$ cat config.mk
export PLATFORM = sky130hd
export DESIGN_NAME = fifo_uart_tx_flat
export DESIGN_NICKNAME = d
export VERILOG_FILES = /design/src/rtl/fifo_uart_tx_if.sv /design/src/rtl/fifo_uart_tx.sv /design/src/flat_wrapper.sv
export SDC_FILE = /design/constraint.sdc
export NUM_CORES = 1
export LEC_CHECK = 0
export CAP_MARGIN = 20
export CELL_PAD_IN_SITES_DETAIL_PLACEMENT = 0
export CELL_PAD_IN_SITES_GLOBAL_PLACEMENT = 1
export CORE_MARGIN = 4
export CORE_UTILIZATION = 41
export DETAILED_ROUTE_END_ITERATION = 6
export GPL_ROUTABILITY_DRIVEN = 1
export PLACE_DENSITY = 0.87
export RECOVER_POWER = 50
export REMOVE_ABC_BUFFERS = 1
export SLEW_MARGIN = 20
export SYNTH_ARGS = -nofsm -noshare
export SYNTH_HDL_FRONTEND = slang
export SYNTH_SLANG_ARGS = --single-unit
$ cat constraint.sdc
create_clock -name clk -period 2.9 [get_ports clk]
set_input_delay 0.58 -clock clk [delete_from_list [all_inputs] [get_ports clk]]
set_output_delay 0.58 -clock clk [all_outputs]
set_load 0.1 [all_outputs]
$ cat src/rtl/fifo_uart_tx_if.sv
// Signal bundle between the TX byte FIFO read port, the UART serializer and status readers.
// master is the serializer side; slave is the FIFO/pin/status side.
interface fifo_uart_tx_if;
    logic        tx_enable;
    logic        fifo_empty;
    logic [7:0]  fifo_dout;
    logic        fifo_rd_en;
    logic        serial_out;
    logic        busy;
    logic [15:0] bytes_sent;

    modport master (
        input  tx_enable,
        input  fifo_empty,
        input  fifo_dout,
        output fifo_rd_en,
        output serial_out,
        output busy,
        output bytes_sent
    );

    modport slave (
        output tx_enable,
        output fifo_empty,
        output fifo_dout,
        input  fifo_rd_en,
        input  serial_out,
        input  busy,
        input  bytes_sent
    );
endinterface

$ cat src/rtl/fifo_uart_tx.sv
// Pops bytes from the TX FIFO and sends each as an 8N1 UART frame, LSB first.
// Provides pause control (tx_enable) and a wrapping count of completed frames.
module fifo_uart_tx #(
    parameter int CLOCK_FREQ       = 125_000_000,
    parameter int BAUD_RATE        = 115_200,
    parameter int SYMBOL_EDGE_TIME = CLOCK_FREQ / BAUD_RATE,
    parameter int CNT_WIDTH        = (SYMBOL_EDGE_TIME > 1) ? $clog2(SYMBOL_EDGE_TIME) : 1
) (
    input  logic           clk,
    input  logic           rst,
    fifo_uart_tx_if.master bus
);

    localparam logic [CNT_WIDTH-1:0] BAUD_LAST = CNT_WIDTH'(SYMBOL_EDGE_TIME - 1);
    localparam logic [3:0]           LAST_BIT  = 4'd9;

    typedef enum logic [1:0] {
        IDLE = 2'd0,
        LOAD = 2'd1,
        SEND = 2'd2
    } state_t;

    state_t               state_q,    state_d;
    logic [9:0]           shift_q,    shift_d;
    logic [3:0]           bit_idx_q,  bit_idx_d;
    logic [CNT_WIDTH-1:0] baud_cnt_q, baud_cnt_d;
    logic                 serial_q,   serial_d;
    logic [15:0]          bytes_sent_q;
    logic                 frame_done;
    logic                 pop;

    always_comb begin
        // NOTE: every variable driven here gets a default first, so no branch can leave one unassigned and infer a latch.
        state_d    = state_q;
        shift_d    = shift_q;
        bit_idx_d  = bit_idx_q;
        baud_cnt_d = baud_cnt_q;
        frame_done = 1'b0;
        pop        = 1'b0;

        case (state_q)
            IDLE: begin
                pop = bus.tx_enable && !bus.fifo_empty;
                if (pop) begin
                    state_d = LOAD;
                end
            end

            LOAD: begin
                // FIFO data is valid this cycle, one cycle after the pop request.
                shift_d    = {1'b1, bus.fifo_dout, 1'b0};
                bit_idx_d  = '0;
                baud_cnt_d = '0;
                state_d    = SEND;
            end

            SEND: begin
                if (baud_cnt_q == BAUD_LAST) begin
                    baud_cnt_d = '0;
                    shift_d    = {1'b1, shift_q[9:1]};
                    bit_idx_d  = bit_idx_q + 4'd1;
                    if (bit_idx_q == LAST_BIT) begin
                        state_d    = IDLE;
                        frame_done = 1'b1;
                    end
                end else begin
                    baud_cnt_d = baud_cnt_q + 1'b1;
                end
            end

            default: begin
                state_d = IDLE;
            end
        endcase

        // The line is registered so the pin never sees decode glitches.
        serial_d = (state_d == SEND) ? shift_d[0] : 1'b1;
    end

    // NOTE: sequential state uses non-blocking assignments so every flop samples pre-edge values regardless of evaluation order.
    always_ff @(posedge clk) begin
        if (!rst) begin
            state_q      <= IDLE;
            bit_idx_q    <= '0;
            baud_cnt_q   <= '0;
            serial_q     <= 1'b1;
            bytes_sent_q <= '0;
        end else begin
            state_q    <= state_d;
            bit_idx_q  <= bit_idx_d;
            baud_cnt_q <= baud_cnt_d;
            serial_q   <= serial_d;
            if (frame_done) begin
                bytes_sent_q <= bytes_sent_q + 16'd1;
            end
        end
    end

    // NOTE: the frame shift register is pure datapath and is always loaded in LOAD before SEND reads it, so it carries no reset.
    always_ff @(posedge clk) begin
        shift_q <= shift_d;
    end

    assign bus.fifo_rd_en = pop && rst;
    assign bus.serial_out = serial_q;
    assign bus.busy       = (state_q != IDLE);
    assign bus.bytes_sent = bytes_sent_q;

endmodule

$ cat src/flat_wrapper.sv
// flat-port wrapper written by rule: the top's interface ports become plain ports
module fifo_uart_tx_flat 
#(
    parameter int CLOCK_FREQ       = 125_000_000,
    parameter int BAUD_RATE        = 115_200,
    parameter int SYMBOL_EDGE_TIME = CLOCK_FREQ / BAUD_RATE,
    parameter int CNT_WIDTH        = (SYMBOL_EDGE_TIME > 1) ? $clog2(SYMBOL_EDGE_TIME) : 1
)
  (clk, rst, bus_tx_enable, bus_fifo_empty, bus_fifo_dout, bus_fifo_rd_en, bus_serial_out, bus_busy, bus_bytes_sent);
  fifo_uart_tx_if bus_i ();
  input  logic clk;
  input  logic rst;
  input wire logic [$bits(bus_i.tx_enable)-1:0] bus_tx_enable;
  input wire logic [$bits(bus_i.fifo_empty)-1:0] bus_fifo_empty;
  input wire logic [$bits(bus_i.fifo_dout)-1:0] bus_fifo_dout;
  output wire logic [$bits(bus_i.fifo_rd_en)-1:0] bus_fifo_rd_en;
  output wire logic [$bits(bus_i.serial_out)-1:0] bus_serial_out;
  output wire logic [$bits(bus_i.busy)-1:0] bus_busy;
  output wire logic [$bits(bus_i.bytes_sent)-1:0] bus_bytes_sent;
  assign bus_i.tx_enable = bus_tx_enable;
  assign bus_i.fifo_empty = bus_fifo_empty;
  assign bus_i.fifo_dout = bus_fifo_dout;
  assign bus_fifo_rd_en = bus_i.fifo_rd_en;
  assign bus_serial_out = bus_i.serial_out;
  assign bus_busy = bus_i.busy;
  assign bus_bytes_sent = bus_i.bytes_sent;
  fifo_uart_tx #(.CLOCK_FREQ(CLOCK_FREQ), .BAUD_RATE(BAUD_RATE), .SYMBOL_EDGE_TIME(SYMBOL_EDGE_TIME), .CNT_WIDTH(CNT_WIDTH)) u_core (.clk(clk), .rst(rst), .bus(bus_i));
endmodule
==> metrics.txt, run 1 <==
Worst Setup End Kind flop; startpoint types flop; largest net degree at the start of global routing 24; kind of critical path reg -> reg; Synth Warn # 0; Initial Util 42.8%; core area approximately 0.0052 sq mm; Clk Latency, worst-skew pair about 0.3 ns; worst slew pin tran 1.18 ns; Fill cells 503; drt via density 5.57; Post-CTS Setup Bufs 0; CTS Root Cell clkbuf_8; final setup fails 0; number of nets in the layout 297; Avg Synthesized Cell Area between 9 and 10 sq um; Synth async-reset ratio 0%; R2R Setup Slk 0.60 ns; post-route ant nets 0; Vias between 1500 and 2000; Die Span X 81.5 um; sequential share of the synthesized area 43.8%; Synth Area in Simple Gates 26.4%; FF+latch count, synth 44; Req. time, crit path 3.11 ns; max-slew violations 0; Design Power 1200 uW; antenna fix cells 0; max-cap violations 0; Post-Synthesis Cell Area 0.00221 sq mm; # hold bufs at CTS 0; TritonCTS Sinks 44; CP Max Fanout 12; drt initial violations 88; most frequent cells in the layout dfxtp_1 (35), nor2_1 (23), a21oi_1 (23); vias in the first global route ~1700; post-synthesis xor/xnor area fraction 2.77%; wire per inst ~14 um; Resize count post-CTS 0; io pins 31; pwr/cell area 465 mW/mm^2; global route overflow 0; initial antenna violation count 0; fmax roughly 440 MHz; CTS tree built; RSZ-0062 raised after global routing false; Syn Inst Count 246; Sequential Area around 970 sq um; Min-Delay Path Depth 2; Post-synth EDFFs 9; adder-cell share of the synthesized area 5.08%; Hold Vio Cnt, Final 0; first-pass GRT wire length 7.85 mm; placement row count 26; area occupied by multi-input gates approximately 0.0011 sq mm; Tmin final about 2.3 ns; worst hold path type reg -> reg; final wirelength 4.82 mm; GRT Util Overall ~15%; clock skew approximately 0.0092 ns; Die H 81.5 um; Area Growth Syn to Fin 16.2%; routability cong. 0.851; post-synthesis cell type count 42; Port Buf Inserts 30; LEAKAGE 0.000789 uW; largest family of logic cells by synthesized area simple AND/OR/NAND/NOR gates; r2r worst-path depth 7; status completed; Max transition margin about 22%; Post-DP Area 0.00254 sq mm; die area 0.00664 sq mm; drt first pass iters 4; clock buffer depth 2; fin area 0.00257 sq mm; setup TNS 0 ns; CTS clk-pin slew, worst paths 0.08 ns; Worst EP arrival approximately 2.5 ns; hpwl dp 3.37 mm; H-tree depth 2; Compound-Gate Fraction of Synth Area 17.7%; commonest non-fill, non-tap cell in the layout dfxtp_1; Inserted Clock Buffers 5; share of cells above drive strength 1 5.42%; DRC 0; post-synthesis mux area share 0%; Final Util 49.8%; Tcrit/Tclk final between 70 and 80%; Synth Flop Type dfxtp_1; Worst IR Drop VDD around 0.00025 V
sequential cells by signal (all words and copies together) (netlist names):
name	flops
u_core.bus.bytes_sent	16
u_core.baud_cnt_q	11
u_core.bus.serial_out	1
u_core.shift_q	10
u_core.bit_idx_q	4
u_core.state_q	2
path summary, 6_finish.rpt:
kind / startpoint / to
worst min register to register: u_core.bus.bytes_sent[15] / u_core.bus.bytes_sent[15]
worst min-delay path: u_core.bus.bytes_sent[15] / u_core.bus.bytes_sent[15]
worst max register to register: u_core.state_q[0] / u_core.bit_idx_q[2]
worst max-delay path: u_core.state_q[0] / u_core.bit_idx_q[2]
where the power goes:
part,internal [uW],switching (uW),total [uW]
Sequential,637,6.37,644
Clock,218,205,423
Combinational,39.4,89.8,129
metal layers:
metal  GRT usage, %  vias up  routed length, um  part of all wire [%]
met3           4.71        4                300                   6.2
met4           4.56        0                 34                  0.71
met1           18.9      901               2320                    48
li1               -      980                  -                     -
met5              0        -                  0                     0
met2           25.3       48               2160                    45
per-stage QoR:
step,std cells,hold slack (ns),setup slack (ns)
floorplan,236,0.463,0.213
global placement,339,0.465,0.691
detailed placement,339,0.475,0.670
CTS,347,0.486,0.676
global route,347,0.507,0.433
finish,347,0.485,0.601
synth_stat cells (all sizes together), types with 3 or more instances:
| master | count | area [sq um] |
|---|---|---|
| a22oi | 8 | 60.1 |
| nand3b | 3 | 22.5 |
| and3 | 3 | 18.8 |
| xnor2 | 5 | 43.8 |
| edfxtp | 9 | 270 |
| nand3 | 13 | 65.1 |
| a31oi | 3 | 18.8 |
| and4 | 3 | 28.8 |
| a21oi | 23 | 115 |
| nand2 | 14 | 52.6 |
| or3 | 8 | 50.1 |
| nand4 | 7 | 58.8 |
| clkbuf | 6 | 22.5 |
| nor4 | 6 | 37.5 |
| or4 | 11 | 82.6 |
| ha | 9 | 113 |
| inv | 12 | 45.0 |
| nor2 | 24 | 97.6 |
| o31ai | 11 | 82.6 |
| buf | 4 | 26.3 |
| dfxtp | 35 | 701 |
| o21ai | 11 | 55.1 |
critical path, cell delays in order (launching register included):
cell	delay [ns]
dfxtp_1	0.34
inv_1	0.08
ha_1	0.36
inv_1	0.20
nor4_1	0.30
clkbuf_1	0.50
a21oi_1	0.15
a311oi_1	0.26
cells by family (layout without fill, tap and decap cells):
group,count (synthesis),after routing
xor gates and xnor gates,7,7
DFF,44,44
AOI/OAI and AO/OA,63,63
buffers and inverters,22,53
adders and majority gates,9,9
and+or+nand+nor,101,101
layout make-up:
type | count | area share [%]
Clock buffer | 8 | 3.89
Inverter | 12 | 1.75
Multi-Input combinational cell | 180 | 44.7
Sequential cell | 44 | 37.7
Tap cell | 70 | 3.40
Timing Repair Buffer | 33 | 8.56
Power figures use the tool's default switching activity.
==> inputs of run 2 (changes only) <==
--- a/config.mk
+++ b/config.mk
@@ -9,10 +9,10 @@
 export CELL_PAD_IN_SITES_DETAIL_PLACEMENT = 0
 export CELL_PAD_IN_SITES_GLOBAL_PLACEMENT = 1
 export CORE_MARGIN = 4
-export CORE_UTILIZATION = 41
+export CORE_UTILIZATION = 37
 export DETAILED_ROUTE_END_ITERATION = 6
 export GPL_ROUTABILITY_DRIVEN = 1
-export PLACE_DENSITY = 0.87
+export PLACE_DENSITY = 0.83
 export RECOVER_POWER = 50
 export REMOVE_ABC_BUFFERS = 1
 export SLEW_MARGIN = 20
==> constraint.sdc (replaced) <==
create_clock -name clk -period 1.9 [get_ports clk]
set_input_delay 0.38 -clock clk [delete_from_list [all_inputs] [get_ports clk]]
set_output_delay 0.38 -clock clk [all_outputs]
set_load 0.1 [all_outputs]
==> run 2 against run 1 <==
Die area grew 9.7%; critical path depth is the same; sequential power grew 53%; combinational power grew 96%; largest power group unchanged; highest routed layer unchanged.
==> metrics.txt, run 2 (synthesized netlist as in run 1, its figures left out) <==
die area 0.00729 sq mm (+9.7%); DRC 0 (unchanged); drt via density 5.45 (-2.2%); delay-heaviest family, CP simple AND/OR/NAND/NOR gates; most frequent cells in the layout dfxtp_1 (32), buf_4 (28), nor2_1 (22), a21oi_1 (22), clkbuf_2 (17); Post-Place Cells 363 (+7.1%); final setup fails 0 (unchanged); # hold bufs at CTS 0 (unchanged); status completed; wire per inst 14.2 um (+2.5%); drt initial violations 78 (-11%); H-tree depth 2 (unchanged); CTS clk-pin slew, worst paths 0.08 ns (about the same); Vias 2048 (+5.9%); fmax 536 MHz (+23%); setup TNS 0 ns (unchanged); Area Growth Syn to Fin 30.3%; TritonCTS Sinks 44 (unchanged); worst hold path type reg -> reg; first-pass GRT wire length 8.86 mm (+13%); commonest non-fill, non-tap cell in the layout dfxtp_1; drt first pass iters 4 (unchanged); worst slew pin tran 0.663 ns (-0.518 ns); startpoint types flop; max-cap violations 0 (unchanged); core area 0.00564 sq mm (+9.1%); Max transition margin 55.5% (+34 points); final wirelength 5.36 mm (+11%); final cell count without fillers 376 (+8.4%); CTS tree built; kind of critical path reg -> reg; max-slew violations 0 (unchanged); Clk Latency, worst-skew pair 0.29 ns (about the same); io pins 31 (unchanged); Die Span X 85.4 um (+4.7%); CTS Root Cell clkbuf_8; Initial Util 39.3% (-3.6 points); CP Max Fanout 6 (-6); Inserted Clock Buffers 5 (unchanged); antenna fix cells 0 (unchanged); Tcrit/Tclk final 98.2% (+19 points); max FFs per register 16 (unchanged); Port Buf Inserts 30 (unchanged); number of nets in the layout 324 (+9.1%); clock skew 0.00686 ns (-0.00235 ns); largest net degree at the start of global routing 23 (-4.2%); CP max stage cell or4_1; share of cells above drive strength 1 25.3% (+20 points); pwr/cell area 637 mW/mm^2 (+37%); routability cong. 0.783 (-8.0%); LEAKAGE 0.000983 uW (+25%); Worst EP arrival 2.09 ns (-0.42 ns); post-route ant nets 0 (unchanged); Design Power 1840 uW (+54%); GRT Util Overall 14.8% (-0.47 points); Hold Vio Cnt, Final 0 (unchanged); slowest stage delay, CP 0.46 ns (-0.04 ns); Req. time, crit path 2.13 ns (-0.98 ns); clock buffer depth 2 (unchanged); CP Buf/Inv Count 2 (-1); Worst IR Drop VDD 0.000308 V (+22%); placement row count 27 (+3.8%); Worst Setup End Kind flop; initial antenna violation count 0 (unchanged); R2R Setup Slk 0.03 ns (-0.57 ns); crit-path cells inv_2 -> ha_4 -> and4bb_2 -> nand4_1 -> buf_4 -> or4_1 -> a21oi_1; global route overflow 0 (unchanged); Die H 85.4 um (+4.7%); hpwl dp 3.86 mm (+14%); vias in the first global route 1941 (+11%); RSZ-0062 raised after global routing true; Tmin final 1.87 ns (-0.433 ns)
run 2: cell types whose count changed in the layout (fill, tap and decap cells not counted), moves of 3 or more:
cell | before | now
buf_4 | 3 | 28
clkbuf_1 | 19 | 2
clkbuf_2 | 0 | 17
inv_1 | 12 | 8
inv_2 | 0 | 4
dfxtp_1 | 35 | 32
dfxtp_2 | 0 | 3
ha_1 | 9 | 6
ha_4 | 0 | 3
run 2: timing repair:
item	in CTS	in global routing
buffers inserted	0	4
gates cloned	0	1
endpoints found under the setup margin	10	27
gates resized for setup	3	18
pin swaps	8	7
run 2: path summary, 6_finish.rpt:
path,startpoint,endpoint,cells past startpoint
worst max-delay path,u_core.baud_cnt_q[1],u_core.bus.bytes_sent[5],7
worst min-delay path,u_core.bus.bytes_sent[15],u_core.bus.bytes_sent[15],2
worst max register to register,u_core.baud_cnt_q[1],u_core.bus.bytes_sent[5],7
worst min register to register,u_core.bus.bytes_sent[15],u_core.bus.bytes_sent[15],2
run 2: worst min-delay path, stage by stage (launching register included):
cell and delay [ns]:
dfxtp_1 0.33, o31ai_1 0.06, a21oi_1 0.05
run 2: stage by stage:
step	util (%)	setup slack (ns)	area, sq um	hold slack, ns
after floorplan	-	-0.440	2170	0.463
after global placement	51.7	0.0422	2920	0.466
after detailed placement	51.7	-0.0112	2920	0.482
after CTS	53.4	0.00356	3010	0.493
after global routing	51.2	-0.0531	2890	0.527
final	51.2	0.0339	2890	0.484
run 2: metal layers:
layer / up-vias / global-route usage, % / share of wire (%)
met1: 954 / 18.9 / 48
met2: 45 / 23.2 / 46
met3: 12 / 4.17 / 3.4
met4: 0 / 6.04 / 2.5
li1: 1037 / - / -
met5: - / 0 / 0
run 2: cell type report:
cell class                 instances  area (sq um)
timing repair buffer              60           462
sequential                        44           975
inverter                          12          45.0
tap                               72          90.1
multi-input combinational        180          1220
fill                             534          2760
clock buffer                       8          90.1
run 2: power by group:
part,switching (uW),total (uW),internal (uW)
clock network,304,601,297
logic,150,253,103
registers,12.0,986,974
